--- config.mk ---
export PLATFORM = sky130hd
export DESIGN_NAME = bus_txn_sequencer_flat
export DESIGN_NICKNAME = d
export VERILOG_FILES = /design/src/rtl/bus_txn_sequencer_pkg.sv /design/src/rtl/bus_txn_sequencer_if.sv /design/src/rtl/bus_timeout_counter.sv /design/src/rtl/bus_txn_sequencer.sv /design/src/flat_wrapper.sv
export SDC_FILE = /design/constraint.sdc
export NUM_CORES = 1
export LEC_CHECK = 0
export CORE_ASPECT_RATIO = 2
export CORE_MARGIN = 5
export CORE_UTILIZATION = 47
export CTS_CLUSTER_DIAMETER = 30
export CTS_CLUSTER_SIZE = 16
export DETAILED_ROUTE_END_ITERATION = 12
export GPL_ROUTABILITY_DRIVEN = 0
export PLACE_DENSITY_LB_ADDON = 0.08
export SKIP_LAST_GASP = 1
export SYNTH_ARGS = -nofsm -noshare
export SYNTH_HDL_FRONTEND = slang
export SYNTH_HIERARCHICAL = 1
export SYNTH_SLANG_ARGS = --single-unit
--- constraint.sdc ---
create_clock -name clk -period 4.8 [get_ports clk]
set_input_delay 0.96 -clock clk [delete_from_list [all_inputs] [get_ports clk]]
set_output_delay 0.96 -clock clk [all_outputs]
set_load 0.01 [all_outputs]
--- src/rtl/bus_txn_sequencer_pkg.sv ---
// Shared constants for the bus transfer sequencer: state encoding, grant codes,
// slave ids and default bus geometry.
package bus_txn_sequencer_pkg;

    localparam int ADDR_W_DEF  = 12;
    localparam int DATA_W_DEF  = 8;
    localparam int TIMEOUT_DEF = 16;

    localparam logic [2:0] ST_IDLE = 3'd0;
    localparam logic [2:0] ST_ADDR = 3'd1;
    localparam logic [2:0] ST_WAIT = 3'd2;
    localparam logic [2:0] ST_DONE = 3'd3;
    localparam logic [2:0] ST_ERR  = 3'd4;

    typedef enum logic [1:0] {
        GNT_NONE    = 2'b00,
        GNT_M1      = 2'b01,
        GNT_M2      = 2'b10,
        GNT_ILLEGAL = 2'b11
    } grant_e;

    localparam logic [1:0] SLAVE_0 = 2'd0;
    localparam logic [1:0] SLAVE_1 = 2'd1;
    localparam logic [1:0] SLAVE_2 = 2'd2;
    localparam logic [1:0] SLAVE_3 = 2'd3;

    function automatic logic [3:0] slave_onehot(input logic [1:0] sel);
        return 4'b0001 << sel;
    endfunction

endpackage

--- src/rtl/bus_txn_sequencer_if.sv ---
// Bus bundle between the arbiter/masters, the sequencer and the four slave ports.
// The sequencer uses the master modport; the surrounding fabric uses slave.
interface bus_txn_sequencer_if
    import bus_txn_sequencer_pkg::*;
#(
    parameter int ADDR_W = ADDR_W_DEF,
    parameter int DATA_W = DATA_W_DEF
);
    logic [1:0]        bus_grant;
    logic [1:0]        slave_sel;
    logic              m_rw;
    logic [ADDR_W-1:0] m_addr;
    logic [DATA_W-1:0] m_wdata;
    logic [3:0]        s_ready;
    logic [DATA_W-1:0] s_rdata;

    logic [3:0]        s_valid;
    logic              s_rw;
    logic [ADDR_W-1:0] s_addr;
    logic [DATA_W-1:0] s_wdata;
    logic [1:0]        m_done;
    logic [DATA_W-1:0] m_rdata;
    logic              m_error;
    logic              bus_release;

    modport master (
        input  bus_grant, slave_sel, m_rw, m_addr, m_wdata, s_ready, s_rdata,
        output s_valid, s_rw, s_addr, s_wdata, m_done, m_rdata, m_error, bus_release
    );

    modport slave (
        output bus_grant, slave_sel, m_rw, m_addr, m_wdata, s_ready, s_rdata,
        input  s_valid, s_rw, s_addr, s_wdata, m_done, m_rdata, m_error, bus_release
    );

endinterface

--- src/rtl/bus_timeout_counter.sv ---
// Counts cycles a slave strobe has been held; expired marks the last allowed cycle.
module bus_timeout_counter
    import bus_txn_sequencer_pkg::*;
#(
    parameter int LIMIT = TIMEOUT_DEF
) (
    input  logic clk,
    input  logic rst,
    input  logic clear,
    input  logic enable,
    output logic expired
);

    localparam logic [7:0] LAST = 8'(LIMIT - 1);

    logic [7:0] count;

    // Holds at the last value so a stalled enable can never wrap back to zero.
    always_ff @(posedge clk) begin
        if (rst || clear) begin
            count <= 8'd0;
        end else if (enable && (count != LAST)) begin
            count <= count + 8'd1;
        end
    end

    assign expired = (count == LAST);

endmodule

--- src/rtl/bus_txn_sequencer.sv ---
// Runs one granted bus transfer: latches the command, strobes the target slave,
// waits for ready or timeout, then reports completion and releases the bus.
module bus_txn_sequencer
    import bus_txn_sequencer_pkg::*;
#(
    parameter int ADDR_W  = ADDR_W_DEF,
    parameter int DATA_W  = DATA_W_DEF,
    parameter int TIMEOUT = TIMEOUT_DEF
) (
    input  logic                clk,
    input  logic                rst,
    bus_txn_sequencer_if.master bus,
    output logic                seq_busy,
    output logic                proto_err,
    output logic [7:0]          err_count
);

    logic [2:0]        state;
    logic [2:0]        state_next;
    logic              owner_q;
    logic [1:0]        sel_q;
    logic              rw_q;
    logic [ADDR_W-1:0] addr_q;
    logic [DATA_W-1:0] wdata_q;
    logic [DATA_W-1:0] rdata_q;

    logic grant_ok;
    logic strobing;
    logic completing;
    logic sel_ready;
    logic expired;

    assign grant_ok   = (bus.bus_grant == GNT_M1) || (bus.bus_grant == GNT_M2);
    assign strobing   = (state == ST_ADDR) || (state == ST_WAIT);
    assign completing = (state == ST_DONE) || (state == ST_ERR);
    assign sel_ready  = bus.s_ready[sel_q];

    bus_timeout_counter #(
        .LIMIT (TIMEOUT)
    ) u_timeout (
        .clk     (clk),
        .rst     (rst),
        .clear   (!strobing),
        .enable  (strobing),
        .expired (expired)
    );

    // Ready from the selected slave always wins over an expiring timeout.
    always_comb begin
        state_next = state;
        case (state)
            ST_IDLE: if (grant_ok) state_next = ST_ADDR;
            ST_ADDR: state_next = sel_ready ? ST_DONE : ST_WAIT;
            ST_WAIT: begin
                if (sel_ready) begin
                    state_next = ST_DONE;
                end else if (expired) begin
                    state_next = ST_ERR;
                end
            end
            ST_DONE: state_next = ST_IDLE;
            ST_ERR:  state_next = ST_IDLE;
            default: state_next = ST_IDLE;
        endcase
    end

    // The command is captured only in IDLE, so it stays frozen for the whole transfer.
    always_ff @(posedge clk) begin
        if (rst) begin
            state     <= ST_IDLE;
            owner_q   <= 1'b0;
            sel_q     <= 2'd0;
            rw_q      <= 1'b0;
            addr_q    <= '0;
            wdata_q   <= '0;
            rdata_q   <= '0;
            proto_err <= 1'b0;
            err_count <= 8'd0;
        end else begin
            state <= state_next;
            if ((state == ST_IDLE) && grant_ok) begin
                owner_q <= (bus.bus_grant == GNT_M2);
                sel_q   <= bus.slave_sel;
                rw_q    <= bus.m_rw;
                addr_q  <= bus.m_addr;
                wdata_q <= bus.m_wdata;
            end
            if ((state == ST_IDLE) && (bus.bus_grant == GNT_ILLEGAL)) begin
                proto_err <= 1'b1;
            end
            if (strobing && sel_ready && !rw_q) begin
                rdata_q <= bus.s_rdata;
            end
            if ((state == ST_ERR) && (err_count != 8'hFF)) begin
                err_count <= err_count + 8'd1;
            end
        end
    end

    assign bus.s_valid     = strobing ? slave_onehot(sel_q) : 4'b0000;
    assign bus.s_rw        = rw_q;
    assign bus.s_addr      = addr_q;
    assign bus.s_wdata     = wdata_q;
    assign bus.m_done      = completing ? (owner_q ? 2'b10 : 2'b01) : 2'b00;
    assign bus.m_rdata     = ((state == ST_DONE) && !rw_q) ? rdata_q : '0;
    assign bus.m_error     = (state == ST_ERR);
    assign bus.bus_release = completing;
    assign seq_busy        = (state != ST_IDLE);

endmodule

--- src/flat_wrapper.sv ---
// flat-port wrapper written by rule: the top's interface ports become plain ports
module bus_txn_sequencer_flat import bus_txn_sequencer_pkg::*;
#(
    parameter int ADDR_W  = ADDR_W_DEF,
    parameter int DATA_W  = DATA_W_DEF,
    parameter int TIMEOUT = TIMEOUT_DEF
)
  (clk, rst, seq_busy, proto_err, err_count, bus_bus_grant, bus_slave_sel, bus_m_rw, bus_m_addr, bus_m_wdata, bus_s_ready, bus_s_rdata, bus_s_valid, bus_s_rw, bus_s_addr, bus_s_wdata, bus_m_done, bus_m_rdata, bus_m_error, bus_bus_release);
  bus_txn_sequencer_if #(.ADDR_W(ADDR_W), .DATA_W(DATA_W)) bus_i ();
  input  logic clk;
  input  logic rst;
  output logic seq_busy;
  output logic proto_err;
  output logic [7:0] err_count;
  input wire logic [$bits(bus_i.bus_grant)-1:0] bus_bus_grant;
  input wire logic [$bits(bus_i.slave_sel)-1:0] bus_slave_sel;
  input wire logic [$bits(bus_i.m_rw)-1:0] bus_m_rw;
  input wire logic [$bits(bus_i.m_addr)-1:0] bus_m_addr;
  input wire logic [$bits(bus_i.m_wdata)-1:0] bus_m_wdata;
  input wire logic [$bits(bus_i.s_ready)-1:0] bus_s_ready;
  input wire logic [$bits(bus_i.s_rdata)-1:0] bus_s_rdata;
  output wire logic [$bits(bus_i.s_valid)-1:0] bus_s_valid;
  output wire logic [$bits(bus_i.s_rw)-1:0] bus_s_rw;
  output wire logic [$bits(bus_i.s_addr)-1:0] bus_s_addr;
  output wire logic [$bits(bus_i.s_wdata)-1:0] bus_s_wdata;
  output wire logic [$bits(bus_i.m_done)-1:0] bus_m_done;
  output wire logic [$bits(bus_i.m_rdata)-1:0] bus_m_rdata;
  output wire logic [$bits(bus_i.m_error)-1:0] bus_m_error;
  output wire logic [$bits(bus_i.bus_release)-1:0] bus_bus_release;
  assign bus_i.bus_grant = bus_bus_grant;
  assign bus_i.slave_sel = bus_slave_sel;
  assign bus_i.m_rw = bus_m_rw;
  assign bus_i.m_addr = bus_m_addr;
  assign bus_i.m_wdata = bus_m_wdata;
  assign bus_i.s_ready = bus_s_ready;
  assign bus_i.s_rdata = bus_s_rdata;
  assign bus_s_valid = bus_i.s_valid;
  assign bus_s_rw = bus_i.s_rw;
  assign bus_s_addr = bus_i.s_addr;
  assign bus_s_wdata = bus_i.s_wdata;
  assign bus_m_done = bus_i.m_done;
  assign bus_m_rdata = bus_i.m_rdata;
  assign bus_m_error = bus_i.m_error;
  assign bus_bus_release = bus_i.bus_release;
  bus_txn_sequencer #(.ADDR_W(ADDR_W), .DATA_W(DATA_W), .TIMEOUT(TIMEOUT)) u_core (.clk(clk), .rst(rst), .bus(bus_i), .seq_busy(seq_busy), .proto_err(proto_err), .err_count(err_count));
endmodule
## After elaboration in Yosys (flattened, before gate mapping)

Cells that the tools add are included.

- Add/sub/neg operators: 2
- Magnitude comparators: 1
- Equal/unequal tests: 12
- Shift operators: 1
- Muxes and demuxes: 11
- Reduce and logical (&&, ||, !) cells: 16

Operator list:

| kind | count |
|---|---|
| adder 8 x 1 -> 8 bit, second input constant | 2 |
| 2-to-1 mux 3 bit | 3 |
| case mux 3 bit (3 select lines) | 1 |
| == test 8 x 4 -> 1 bit, second input constant | 1 |
| 2-to-1 mux 8 bit | 1 |
| inequality test 8 x 4 -> 1 bit, second input constant | 1 |
| inequality test 8 bit, second input constant | 1 |
| logical AND 1 bit | 7 |
| == test 3 x 2 -> 1 bit, second input constant | 2 |
| == test 2 bit, second input constant | 2 |
| logical OR 1 bit | 4 |
| 2-to-1 mux 2 bit | 2 |
| 2-to-1 mux 4 bit | 1 |
| << shifter 1 x 2 -> 4 bit, first input constant | 1 |
| == test 3 x 1 -> 1 bit, second input constant | 1 |
| == test 3 bit, second input constant | 1 |
| logical NOT 3 bit | 1 |
| less-than comparator 2 x 3 -> 1 bit, second input constant | 1 |
| inequality test 3 x 1 -> 1 bit, second input constant | 1 |
| nonzero test 3 bit | 1 |
| binary-select mux 1 bit (select 2 bit) | 1 |
| == test 2 x 1 -> 1 bit, second input constant | 1 |
| logical NOT 1 bit | 2 |
| 2-to-1 mux 1 bit | 2 |
| 2 further kinds | 2 |

- Register bits after elaboration: 52
- Input bits: 39
- Output and inout bits: 47
- Logic and storage cells: 53

## Logic depth before layout (Yosys ltp)

- Depth after elaboration: 4
- Depth in mapped cells: 7

## Hierarchy

Netlist, hierarchy kept.

Modules (own cells, without submodules):

| module | instances | cells an instance | area an instance (um^2) | seq. area each (um^2) |
|---|---|---|---|---|
| bus_txn_sequencer | 1 | 221 | 1848.0 | 880.8 |
| bus_timeout_counter | 1 | 48 | 414.1 | 160.2 |

## Worst setup path before layout

Ideal clock, no wire load.

- Path kind: register -> output
- From: register u_core.state[0]
- To: output bus_s_valid[1]
- Arrival time: 1.347 ns
- Path slack: 2.493 ns
- Stages on the path, launching flop included: 7
- Buffers on the path: 1
- Cell sequence: dfxtp_1 clkbuf_1 xnor2_1 or2_2 inv_1 nand2_1 nor2_1

- Longest elaborated chain between the ends: 3

Ends and longest elaborated chain:

| element | RTL line | source |
|---|---|---|
| start: declaration | bus_txn_sequencer.sv:18 | `logic [2:0] state;` |
| start signal: assignment | bus_txn_sequencer.sv:80 | `state <= state_next;` |
| == test 3 x 1 -> 1 bit / == test 3 x 2 -> 1 bit (equally long branches) | bus_txn_sequencer.sv:34 | `assign strobing = (state == ST_ADDR) \|\| (state == ST_WAIT);` |
| logical OR 1 bit (*) | bus_txn_sequencer.sv:34 |  |
| named net u_core.strobing | bus_txn_sequencer.sv:28 | `logic strobing;` |
| 2-to-1 mux 4 bit (*) | bus_txn_sequencer.sv:100 | `assign bus.s_valid = strobing ? slave_onehot(sel_q) : 4'b0000;` |
| end: declaration | flat_wrapper.sv:22 | `output wire logic [$bits(bus_i.s_valid)-1:0] bus_s_valid;` |

Mark *: on every way through the listed nets, which the timed path passes. The rest lies on a longest branch.

## Worst setup path in the final report

- From: register u_core.state[0]
- To: output bus_s_valid[3]

The elaborated chain is that of the path after synthesis.

==> results.md <==
- Detailed-route via count: 2100
- First-pass GRT wire length: about 9.3 mm
- Flop pwr share: between 40% and 50%
- All-Layer GR Usage: 18.5%
- Most frequent cells in the layout: 84 x clkdlybuf4s50_1, 55 x nand2_1, 52 x dfxtp_1
- Sw Pwr: between 0.0002 and 0.0003 W
- Remaining antenna violation count: 0
- Die Y: between 100 and 150 um
- CTS tree: built
- Nets: about 390
- Port Buffers: 85
- Clock Path Buffers: 2
- Wire per inst: 13.6 um
- Crit Path Max Fanout: 9
- Number of global-route vias before repair: 2113
- Dpl hpwl: about 4.2 mm
- Final core occ: 69.8%
- Clock Sinks: 52
- Fmax: between 300 and 400 MHz
- Sequential area share after synthesis: between 40% and 50%
- Setup TNS: 0 ns
- Core area: 0.00464 sq mm
- Chip Width: 59.1 um
- Final Max Slew Viols: 0
- Max-cap violations: 0
- Leading cell type in the layout, fill and taps excluded: clkdlybuf4s50_1
- Combinational share of power: 22.6%
- Largest net degree at the start of global routing: 48
- Synth top area cells: dfxtp_1 46%, nand2_1 9.1%, a21oi_1 7.1%
- CTS Hold Buffers Added: 0
- First DRT Iteration DRCs: 54
- Endpoints failing setup: 0
- GRT Residual Overflow: 0
- Post-Syn Area: ~0.0023 sq mm
- Clk network pwr share: between 20% and 30%
- Post-Syn Nets: 312
- Maximum VDD drop: 0.284 mV
- Hold Fails Final Rpt: 0
- Clock Pin Slew Worst Setup and Hold Paths: about 0.09 ns
- Share of layout cells above drive strength 1: between 5 and 6%
- Drc violations: 0
- H-Tree Level Count: 2
- Mapped Cells: between 200 and 300
- Unrepaired setup endpoints after global routing: no
- Kind of critical path: register to output pin
- Clock Skew: 0.00228 ns
- Worst slew pin tran: 0.898 ns
- Antenna violations before repair: 0
- Pwr Total: 0.00102 W
- Setup crit end kind: output pin
- LEAKAGE: approximately 1.3 nW
- Synth cell types: 39
- Synthesis warning total: 6
- Switching portion of total power: 27.4%
- Status: finished clean
- CP Launch Type: register
- Area share of the largest cell type after synthesis: between 40% and 50%
- IO Count: between 80 and 90
- Int Pwr: between 0.0007 and 0.0008 W
- Full die area: around 0.0064 sq mm
- Pwr dens: around 310 mW/mm^2
- Clk root buf: clkbuf_8
- Final Instance Area: about 0.0032 sq mm
- Initial Util: 48.7%
- DR pass1 iterations: 4
- Drt total wl: approximately 5.5 mm
- Diodes inserted: 0
- # Post-CTS Setup Buffers: 0
- Fin crit share: 65.6%
- Area post-placement: between 0.003 and 0.004 sq mm
- # rows: 35
- TritonCTS Buffers: 5
- Via density: 5.20
- Slew margin rel.: approximately two fifths
- Syn_area_per_cell: between 8 and 9 sq um
- Worst Path Arrival: ~2.2 ns
- Seq cells post-synth: 52
- Data required, critical path: roughly 3.8 ns
- Biggest area consumer among synthesized cells: dfxtp_1
- Worst Hold Class: register to register
- Fin Hold WS: around 0.46 ns
- Syn-to-layout area delta: 43.1%
- Post_cts resized: 0
- Crit path time final: between 3 and 4 ns
- Worst-Skew Late Latency: approximately 0.30 ns
layer usage:
layer  up-vias  routed length (um)  part of all wire, %  global-route usage [%]
li1       1063                   -                    -                       -
met1       972                1980                   36                    18.8
met2        57                3050                   55                    34.3
met3         8                 379                  6.9                    5.14
met4         0                  99                  1.8                    7.13
met5         -                   0                    0                       0
worst paths after layout:
check                             from                        end  slack (ns)  depth (start not counted)
hold / removal    u_core/bus.s_addr[4]       u_core/bus.s_addr[4]        0.46                          2
hold reg to reg   u_core/bus.s_addr[4]       u_core/bus.s_addr[4]        0.46                          2
setup / recovery       u_core/state[0]             bus_s_valid[3]        1.65                          5
setup reg to reg       u_core/state[0]  u_core/u_timeout/count[7]        2.71                          6
registers in the layout (all words and copies together) (netlist names):
register	count
u_core/bus.s_addr	12
u_core/bus.s_wdata	8
u_core/err_count	8
u_core/rdata_q	8
u_core/u_timeout/count	8
u_core/state	3
u_core/sel_q	2
u_core/bus.s_rw	1
u_core/owner_q	1
u_core/proto_err	1
cell usage after synthesis:
library cell / number
buf_6: 1
o211ai_1: 3
and3_1: 4
mux2i_1: 12
o21ai_0: 4
and2_1: 10
mux4_1: 1
a211oi_2: 1
or4b_1: 1
xor2_1: 5
a21boi_1: 1
xnor2_1: 1
nor2_1: 22
or4_4: 1
nor3b_2: 1
inv_1: 5
nand2_1: 55
or2_2: 2
a21oi_1: 32
o2111ai_1: 1
dfxtp_1: 52
or3_1: 5
o31ai_1: 1
nand3_2: 1
a21boi_0: 1
buf_2: 2
ha_1: 4
nor2b_1: 2
and4b_2: 1
nor4_1: 1
nand3_1: 4
nor3_1: 6
clkbuf_1: 10
buf_1: 1
nand2b_1: 6
nand4_1: 4
a211oi_1: 3
nand2_2: 1
and3b_1: 1
area by class of cell:
class / count / area [sq um]
clock buffer: 5 / 68.8
clock inverter: 3 / 47.5
fill: 408 / 1400
inverter: 5 / 18.8
multi-input combinational: 198 / 1140
sequential: 52 / 1040
tap: 55 / 68.8
timing repair buffer: 86 / 853
stage by stage:
| stage | instances | setup slack [ns] |
|---|---|---|
| 3_5_place_dp | 396 | 1.89 |
| 6_report | 404 | 1.65 |
| 2_1_floorplan | 269 | 2.49 |
| 3_3_place_gp | 396 | 1.94 |
| 5_1_grt | 404 | 1.51 |
| 4_1_cts | 404 | 1.63 |
cells by family (layout without fill, tap and decap cells):
family	Yosys count	after routing	synth area share, %
buffers and inverters	19	99	3.60
adders and majority gates	4	4	2.21
DFF	52	52	46.0
xor gates and xnor gates	6	6	2.32
and+or+nand+nor	128	128	27.5
muxes	13	13	6.47
AOI/OAI and AO/OA	47	47	11.9
worst max-delay path: stages (launching register included):
cell and delay, ns:
dfxtp_1 0.48, xnor2_1 0.12, or2_2 0.33, inv_1 0.23
and3_1 0.19, clkdlybuf4s50_1 0.54
power by group through the flow:
| stage | clock network, W | registers, W | logic (W) |
|---|---|---|---|
| after floorplan | 0 | 0.000498 | 0.000125 |
| after global placement | 0 | 0.000496 | 0.000228 |
| after detailed placement | 0 | 0.000497 | 0.000232 |
| after CTS | 0.000313 | 0.000487 | 0.000234 |
| after global routing | 0.000329 | 0.000493 | 0.000255 |
| final | 0.000301 | 0.000487 | 0.000230 |
No activity file was read; power rests on OpenSTA's default activity.
